`src/rtl/memtest_stats_pkg.sv`:
```
// Shared constants and types for the memory-tester statistics block.
package memtest_stats_pkg;
  localparam int BCD_W       = 4;
  localparam int SEC_PER_MIN = 60;
  localparam int MAX_CH      = 4;

  typedef logic [BCD_W-1:0] bcd_digit_t;
endpackage

```
`src/rtl/bcd_counter.sv`:
```
// Multi-digit BCD incrementer with sync clear and async reset; all-nines wraps to zero.
module bcd_counter
  import memtest_stats_pkg::*;
#(
  parameter int C_digits = 4
) (
  input  logic                      clk,
  input  logic                      reset,
  input  logic                      clear,
  input  logic                      inc,
  output logic [BCD_W*C_digits-1:0] value
);

  bcd_digit_t [C_digits-1:0] dig_q, dig_d;
  logic                      carry;

  // Ripple the increment upward; a digit that does not roll over absorbs the carry.
  always_comb begin
    dig_d = dig_q;
    carry = inc;
    for (int i = 0; i < C_digits; i++) begin
      if (carry) begin
        if (dig_q[i] == 4'd9) begin
          dig_d[i] = '0;
        end else begin
          dig_d[i] = dig_q[i] + 4'd1;
          carry    = 1'b0;
        end
      end
    end
  end

  always_ff @(posedge clk or posedge reset) begin
    if (reset)      dig_q <= '0;
    else if (clear) dig_q <= '0;
    else            dig_q <= dig_d;
  end

  assign value = dig_q;

endmodule

```
`src/rtl/memtest_stats.sv`:
```
// Memory-tester statistics: elapsed BCD timer, per-channel pass/fail counters, sticky fail flag.
// Define MEMTEST_STATS_FIRSTFAIL_EN to compile in first-fail time/channel capture.
module memtest_stats
  import memtest_stats_pkg::*;
#(
  parameter int C_clk_hz   = 27500000,
  parameter int C_digits   = 4,
  parameter int C_channels = 1,
  parameter int C_cnt_bits = 32
) (
  input  logic                             clk,
  input  logic                             reset,
  input  logic                             clear,
  input  logic                             unit_min,
  input  logic [C_channels-1:0]            pass_pulse,
  input  logic [C_channels-1:0]            fail_pulse,
  output logic [BCD_W*C_digits-1:0]        elapsed_bcd,
  output logic                             tick,
  output logic [C_channels*C_cnt_bits-1:0] passcount,
  output logic [C_channels*C_cnt_bits-1:0] failcount,
  output logic                             fail_any,
  output logic [BCD_W*C_digits-1:0]        first_fail_bcd,
  output logic [1:0]                       first_fail_ch
);

  localparam int PW = $clog2(C_clk_hz);
  localparam int SW = $clog2(SEC_PER_MIN);

  logic [PW-1:0] presc_q, presc_d;
  logic [SW-1:0] sec_q, sec_d;
  logic          sec_stb, unit_stb;
  logic          tick_q, fail_any_q;

  assign sec_stb  = (presc_q == PW'(C_clk_hz - 1));
  assign unit_stb = unit_min ? (sec_stb && (sec_q == SW'(SEC_PER_MIN - 1))) : sec_stb;

  // Seconds keep running in both modes so switching units never loses phase.
  always_comb begin
    presc_d = sec_stb ? '0 : presc_q + PW'(1);
    sec_d   = sec_q;
    if (sec_stb) sec_d = (sec_q == SW'(SEC_PER_MIN - 1)) ? '0 : sec_q + SW'(1);
  end

  always_ff @(posedge clk or posedge reset) begin
    if (reset) begin
      presc_q    <= '0;
      sec_q      <= '0;
      tick_q     <= 1'b0;
      fail_any_q <= 1'b0;
    end else if (clear) begin
      presc_q    <= '0;
      sec_q      <= '0;
      tick_q     <= 1'b0;
      fail_any_q <= 1'b0;
    end else begin
      presc_q    <= presc_d;
      sec_q      <= sec_d;
      tick_q     <= unit_stb;
      fail_any_q <= fail_any_q | (|fail_pulse);
    end
  end

  assign tick     = tick_q;
  assign fail_any = fail_any_q;

  bcd_counter #(.C_digits(C_digits)) u_elapsed (
    .clk   (clk),
    .reset (reset),
    .clear (clear),
    .inc   (tick_q),
    .value (elapsed_bcd)
  );

  for (genvar g = 0; g < C_channels; g++) begin : g_ch
    logic [C_cnt_bits-1:0] pass_q, fail_q;

    always_ff @(posedge clk or posedge reset) begin
      if (reset) begin
        pass_q <= '0;
        fail_q <= '0;
      end else if (clear) begin
        pass_q <= '0;
        fail_q <= '0;
      end else begin
        if (pass_pulse[g] && (pass_q != '1)) pass_q <= pass_q + 1'b1;
        if (fail_pulse[g] && (fail_q != '1)) fail_q <= fail_q + 1'b1;
      end
    end

    assign passcount[g*C_cnt_bits +: C_cnt_bits] = pass_q;
    assign failcount[g*C_cnt_bits +: C_cnt_bits] = fail_q;
  end

`ifdef MEMTEST_STATS_FIRSTFAIL_EN
  logic [BCD_W*C_digits-1:0] ff_bcd_q;
  logic [1:0]                ff_ch_q;

  function automatic logic [1:0] low_idx(input logic [C_channels-1:0] v);
    low_idx = '0;
    for (int i = C_channels - 1; i >= 0; i--) if (v[i]) low_idx = 2'(i);
  endfunction

  always_ff @(posedge clk or posedge reset) begin
    if (reset) begin
      ff_bcd_q <= '0;
      ff_ch_q  <= '0;
    end else if (clear) begin
      ff_bcd_q <= '0;
      ff_ch_q  <= '0;
    end else if (!fail_any_q && (|fail_pulse)) begin
      ff_bcd_q <= elapsed_bcd;
      ff_ch_q  <= low_idx(fail_pulse);
    end
  end

  assign first_fail_bcd = ff_bcd_q;
  assign first_fail_ch  = ff_ch_q;
`else
  assign first_fail_bcd = '0;
  assign first_fail_ch  = '0;
`endif

endmodule
```
`config.mk`:
```
export PLATFORM = sky130hd
export DESIGN_NAME = memtest_stats
export DESIGN_NICKNAME = d
export VERILOG_FILES = /design/src/rtl/memtest_stats_pkg.sv /design/src/rtl/bcd_counter.sv /design/src/rtl/memtest_stats.sv
export SDC_FILE = /design/constraint.sdc
export NUM_CORES = 1
export LEC_CHECK = 0
export CAP_MARGIN = 25
export CORE_ASPECT_RATIO = 1.1
export CORE_MARGIN = 5
export CORE_UTILIZATION = 30
export CTS_BUF_LIST = sky130_fd_sc_hd__clkbuf_4
export DETAILED_ROUTE_END_ITERATION = 6
export PLACE_DENSITY = 0.56
export SLEW_MARGIN = 20
export SYNTH_ARGS = -nofsm -noshare
export SYNTH_HDL_FRONTEND = slang
export SYNTH_HIERARCHICAL = 1
export SYNTH_SLANG_ARGS = --single-unit
```
`constraint.sdc`:
```
create_clock -name clk -period 3.14 [get_ports clk]
set_input_delay 0.314 -clock clk [delete_from_list [all_inputs] [get_ports clk]]
set_output_delay 0.314 -clock clk [all_outputs]
set_load 0.05 [all_outputs]
```
After elaboration in Yosys (flattened, before gate mapping)
Index checks and enable logic that the tools add are counted.
- bits in registers: 113
- output and inout bits: 100
- logic and storage cells: 64
- add/subtract/negate cells: 8
- equality and inequality tests: 8
- mux-type cells: 27
- bitwise operators: 1
- reduce and logical (&&, ||, !) cells: 10
- operators by type and width (kind ; number):
    $mux 32 ; 4
    $add 32x1->32 const B ; 2
    $ne 32x32->1 const B ; 2
    $mux 25 ; 2
    $mux 4 ; 8
    $add 25x1->25 const B ; 1
    $eq 25x25->1 const B ; 1
    $mux 6 ; 3
    $add 4x1->4 const B ; 4
    $eq 4x4->1 const B ; 4
    $mux 16 ; 1
    $reduce_bool 2->1 ; 7
    $mux 1 ; 9
    $add 6x1->6 const B ; 1
    $eq 6x6->1 const B ; 1
    $logic_and 1x1->1 ; 3
    $or 1x1->1 ; 1

Depth between registers and ports, before layout
- word-level depth: 7
- gate-level depth with buffers: 9
- mapped depth without buffers: 6

Hierarchy
The synthesis kept the hierarchy.
- by module, submodules not included (module ; times used ; cells an instance ; area each (µm²) ; seq. area each (µm²)):
    memtest_stats ; 1 ; 575 ; 5415.2 ; 2427.3
    bcd_counter ; 1 ; 105 ; 948.4 ; 400.4

Worst setup path before layout
No wires, ideal clock.
- path kind: register -> register
- start: register g_ch[0].fail_q[14] (netlist: failcount[14])
- end: register g_ch[0].fail_q[7] (netlist: failcount[7])
- setup time: 0.128 ns
- data arrival time: 2.139 ns
- slack: 0.874 ns
- cell stages (with the launch flop): 9
- cell sequence: dfrtp_1 -> and4_1 -> buf_6 -> and4_4 -> buf_6 -> a31o_1 -> buf_6 -> nor4_2 -> mux2_1
- word-level cells in the longest chain between the ends: 3
- RTL lines (item ; line ; source):
    start, declared ; memtest_stats.sv:75 ; logic [C_cnt_bits-1:0] pass_q, fail_q;
    start signal, assigned ; memtest_stats.sv:86 ; if (fail_pulse[g] && (fail_q != '1)) fail_q <= fail_q + 1'b1;
    $ne 32x32->1 ; memtest_stats.sv:86 ;
    $logic_and 1x1->1 ; memtest_stats.sv:86 ;
    $reduce_bool 2->1 (no source line) ; -- ;
No other way between the ends.
A chain may end at the register's enable or synchronous reset.

Final worst setup path
- start: register g_ch[0].fail_q[0] (netlist: failcount[0])
- end: register g_ch[0].fail_q[7] (netlist: failcount[7])
- word-level cells in the longest chain between the ends: 3
- RTL lines (item ; line):
    $add 32x1->32 / $ne 32x32->1 (equally long branches) ; memtest_stats.sv:86
    $mux 32 / $logic_and 1x1->1 (equally long branches) ; memtest_stats.sv:86
    $mux 32 / $reduce_bool 2->1 (equally long branches) ; --
Several ways; a longest one is shown, not always the timed one. The select of a mux whose other input is x is not followed.

==> metrics.cfg <==
[outcome]
outcome=complete, no violations

[yosys]
syn-cell-area_sq_mm=0.00636
synth_enable_flop_cells=0
synth_top_cell_by_area=dfrtp_1
ys_types=67
ys_warn_count=6
postSynthAreaPerCell_sq_um=9.36
synthArstFlopShare=1.00
ys_seq_area_frac=0.444
synth.top_cell.area_share=0.444
synth_flop_cell=dfrtp_1
synth.area.top_cells=dfrtp_1 44%, nor2_1 4.4%, xor2_1 3.7%, a21oi_1 3.7%, nand3_1 3.4%
synth_common_cells=113 x dfrtp_1, 74 x nor2_1, 51 x nand2_1
netlist_instances=680
yosysMostFrequentCell=dfrtp_1
ys_ff_latch=113

[route]
drt_pass1_iterations=4
post_drt_wl_per_cell_um=14.9
drt_iter0_markers=250
postRouteAntennaNets=0
drc_errors=0
viasPerCell=4.95
m1WireLength_um=7620
routed_wl_um=15800
vias=5258
routed.top_layer=met4
wl_met3_um=652
route.met2.wl_um=7420

[floorplanning]
ios=106
start_util=0.307
die_h_um=163
die_w_um=149
dieArea_sq_mm=0.0242
coreArea_sq_mm=0.0207
row_count=55

[pwr]
leakage_uw=0.00307
p_total_uw=2980
peakVddDrop_v=0.000189
p_per_area_mw_per_mm2=384

[cells_and_area]
syn_to_final_growth_pct=22.0
nets=782
seqCellArea_sq_mm=0.00283
nFillCells=2119
multi_input_area_sq_mm=0.00324
final_core_util=0.375
drive_gt1_frac=0.0888

[grt]
grt_pass1_wl_um=26700
grt_max_degree=62
grt_pass1_vias=5126
overflow=0
antenna_found_initial=1
grt_use_total=0.135

[clock_network]
cts-root-buf=clkbuf_4
clkSlewWorstSetupHoldPaths_ps=110
cts_buffers=17
post_cts_buffers=0
tritoncts=built
htreeDepth=4
clk_latency_ps=520
cts_sinks=113
cts_buffer_depth=2
hold_buffers=0
cts_resized=0

[setup_path]
crit_chain=ha_1 > nand4_1 > nor3_1 > a31o_1 > nor4_2 > mux2_1
cp_data_arrival_time_ps=2830
path_max_fanout=24
slowest_delay_ps=730
cp.buffers_inverters=0
crit_path_end_kind=register
crit_slowest_cell=a31o_1
required_ps=3530
setup.worst_path.class=register to register
critPathLaunchType=register
path_delay_family=compound AO/OA/AOI/OAI gates

[timing]
min_period_ps=2440
final_hold_viol_count=0
finalSetupViolCount=0
slew_violations=0
worst_slew_pin_slew_ps=804
slew_headroom=0.464
fmax_ghz=0.410
min_period_over_period=0.776
whs_ps=249
tns_ps=0
rsz0062_at_grt=no
fin_skew_ps=19.5

[worst_hold_path]
hp-class=input port to async pin

[placement]
portBuffers=87
place.gp.congestion=0.857
dp_hpwl_um=11100

[job]
maxCapViolations=0

-- where the power goes --
part	internal, uW	total, uW	switching (uW)
sequential	1460	1470	11.0
clock	756	1330	571
combinational	34.8	184	149
total	2250	2980	730
-- final timing paths --
| kind | startpoint | to | slack, ps | cells past startpoint |
|---|---|---|---|---|
| max | failcount[0] | failcount[7] | 700 | 6 |
| min reg2reg | presc_q[0] | presc_q[0] | 490 | 1 |
| min in group clk | clear | failcount[15] | 340 | 3 |
| max in group asynchronous | reset | failcount[22] | 2150 | 3 |
| min | reset | u_elapsed/value[14] | 250 | 2 |
| max reg2reg | failcount[0] | failcount[7] | 700 | 6 |
-- routing by layer --
| layer | GRT usage | up-vias |
|---|---|---|
| li1 | - | 2600 |
| met1 | 0.178 | 2568 |
| met2 | 0.214 | 83 |
| met3 | 0.0376 | 7 |
| met4 | 0.0441 | 0 |
| met5 | 0 | - |
-- kinds of logic (layout without fill, tap and decap cells) --
| logic type | Yosys count | in the layout | synth area share |
|---|---|---|---|
| other | 1 | 19 | 0.000589 |
| AND/OR/NAND/NOR | 324 | 324 | 0.287 |
| AO/OA/AOI/OAI | 114 | 114 | 0.111 |
| adder cells (fa/ha/maj) | 12 | 12 | 0.0236 |
| buffers and inverters | 62 | 142 | 0.0570 |
| XOR/XNOR | 46 | 46 | 0.0633 |
| multiplexers | 8 | 8 | 0.0138 |
| flip-flops | 113 | 113 | 0.444 |
-- flip-flops by register name (all words and copies together) (netlist names) --
signal and count:
failcount 32, u_elapsed/value 16, presc_q 25, sec_q 6, tick 1, passcount 32, fail_any 1
-- worst register-to-register path, cell delays in order, from the launching register on --
cell,delay [ps]
dfrtp_1,410
ha_1,230
nand4_1,190
nor3_1,320
a31o_1,730
nor4_2,110
mux2_1,330
-- metrics by stage --
step                      setup slack (ps)  std cells  instance area [sq um]
after floorplan                        292        697                   6430
after global placement                 804       1030                   7410
after detailed placement               753       1030                   7410
after CTS                              726       1062                   7760
after global routing                   467       1063                   7760
final                                  702       1063                   7760
-- final cells by class --
| cell class | count | share of cell area |
|---|---|---|
| sequential | 113 | 0.364 |
| multi-input combinational | 522 | 0.417 |
| inverter | 17 | 0.00854 |
| clock buffer | 22 | 0.0213 |
| timing repair buffer | 93 | 0.119 |
| clock inverter | 10 | 0.0235 |
| antenna | 1 | 0.000322 |
| tap | 285 | 0.0459 |
-- cells in the final DEF, fill, tap and decap left out, types with 7 or more instances in the layout --
cell / synthesis / layout
o21ai_0: 27 / 27
a21oi_1: 47 / 47
and3_1: 17 / 17
xnor2_1: 19 / 19
nor2b_1: 9 / 9
ha_1: 12 / 12
or4_1: 12 / 12
nor3_1: 14 / 14
dfrtp_1: 113 / 113
o31ai_1: 10 / 10
clkbuf_4: 0 / 22
nor2_1: 74 / 74
or3_1: 26 / 26
nor4_1: 7 / 7
and4_1: 10 / 10
inv_1: 17 / 16
nand3_1: 43 / 43
clkdlybuf4s50_1: 0 / 86
nand4_1: 24 / 24
conb_1: 1 / 18
nand2_1: 51 / 51
xor2_1: 27 / 27
(Power assumes the default switching activity.)
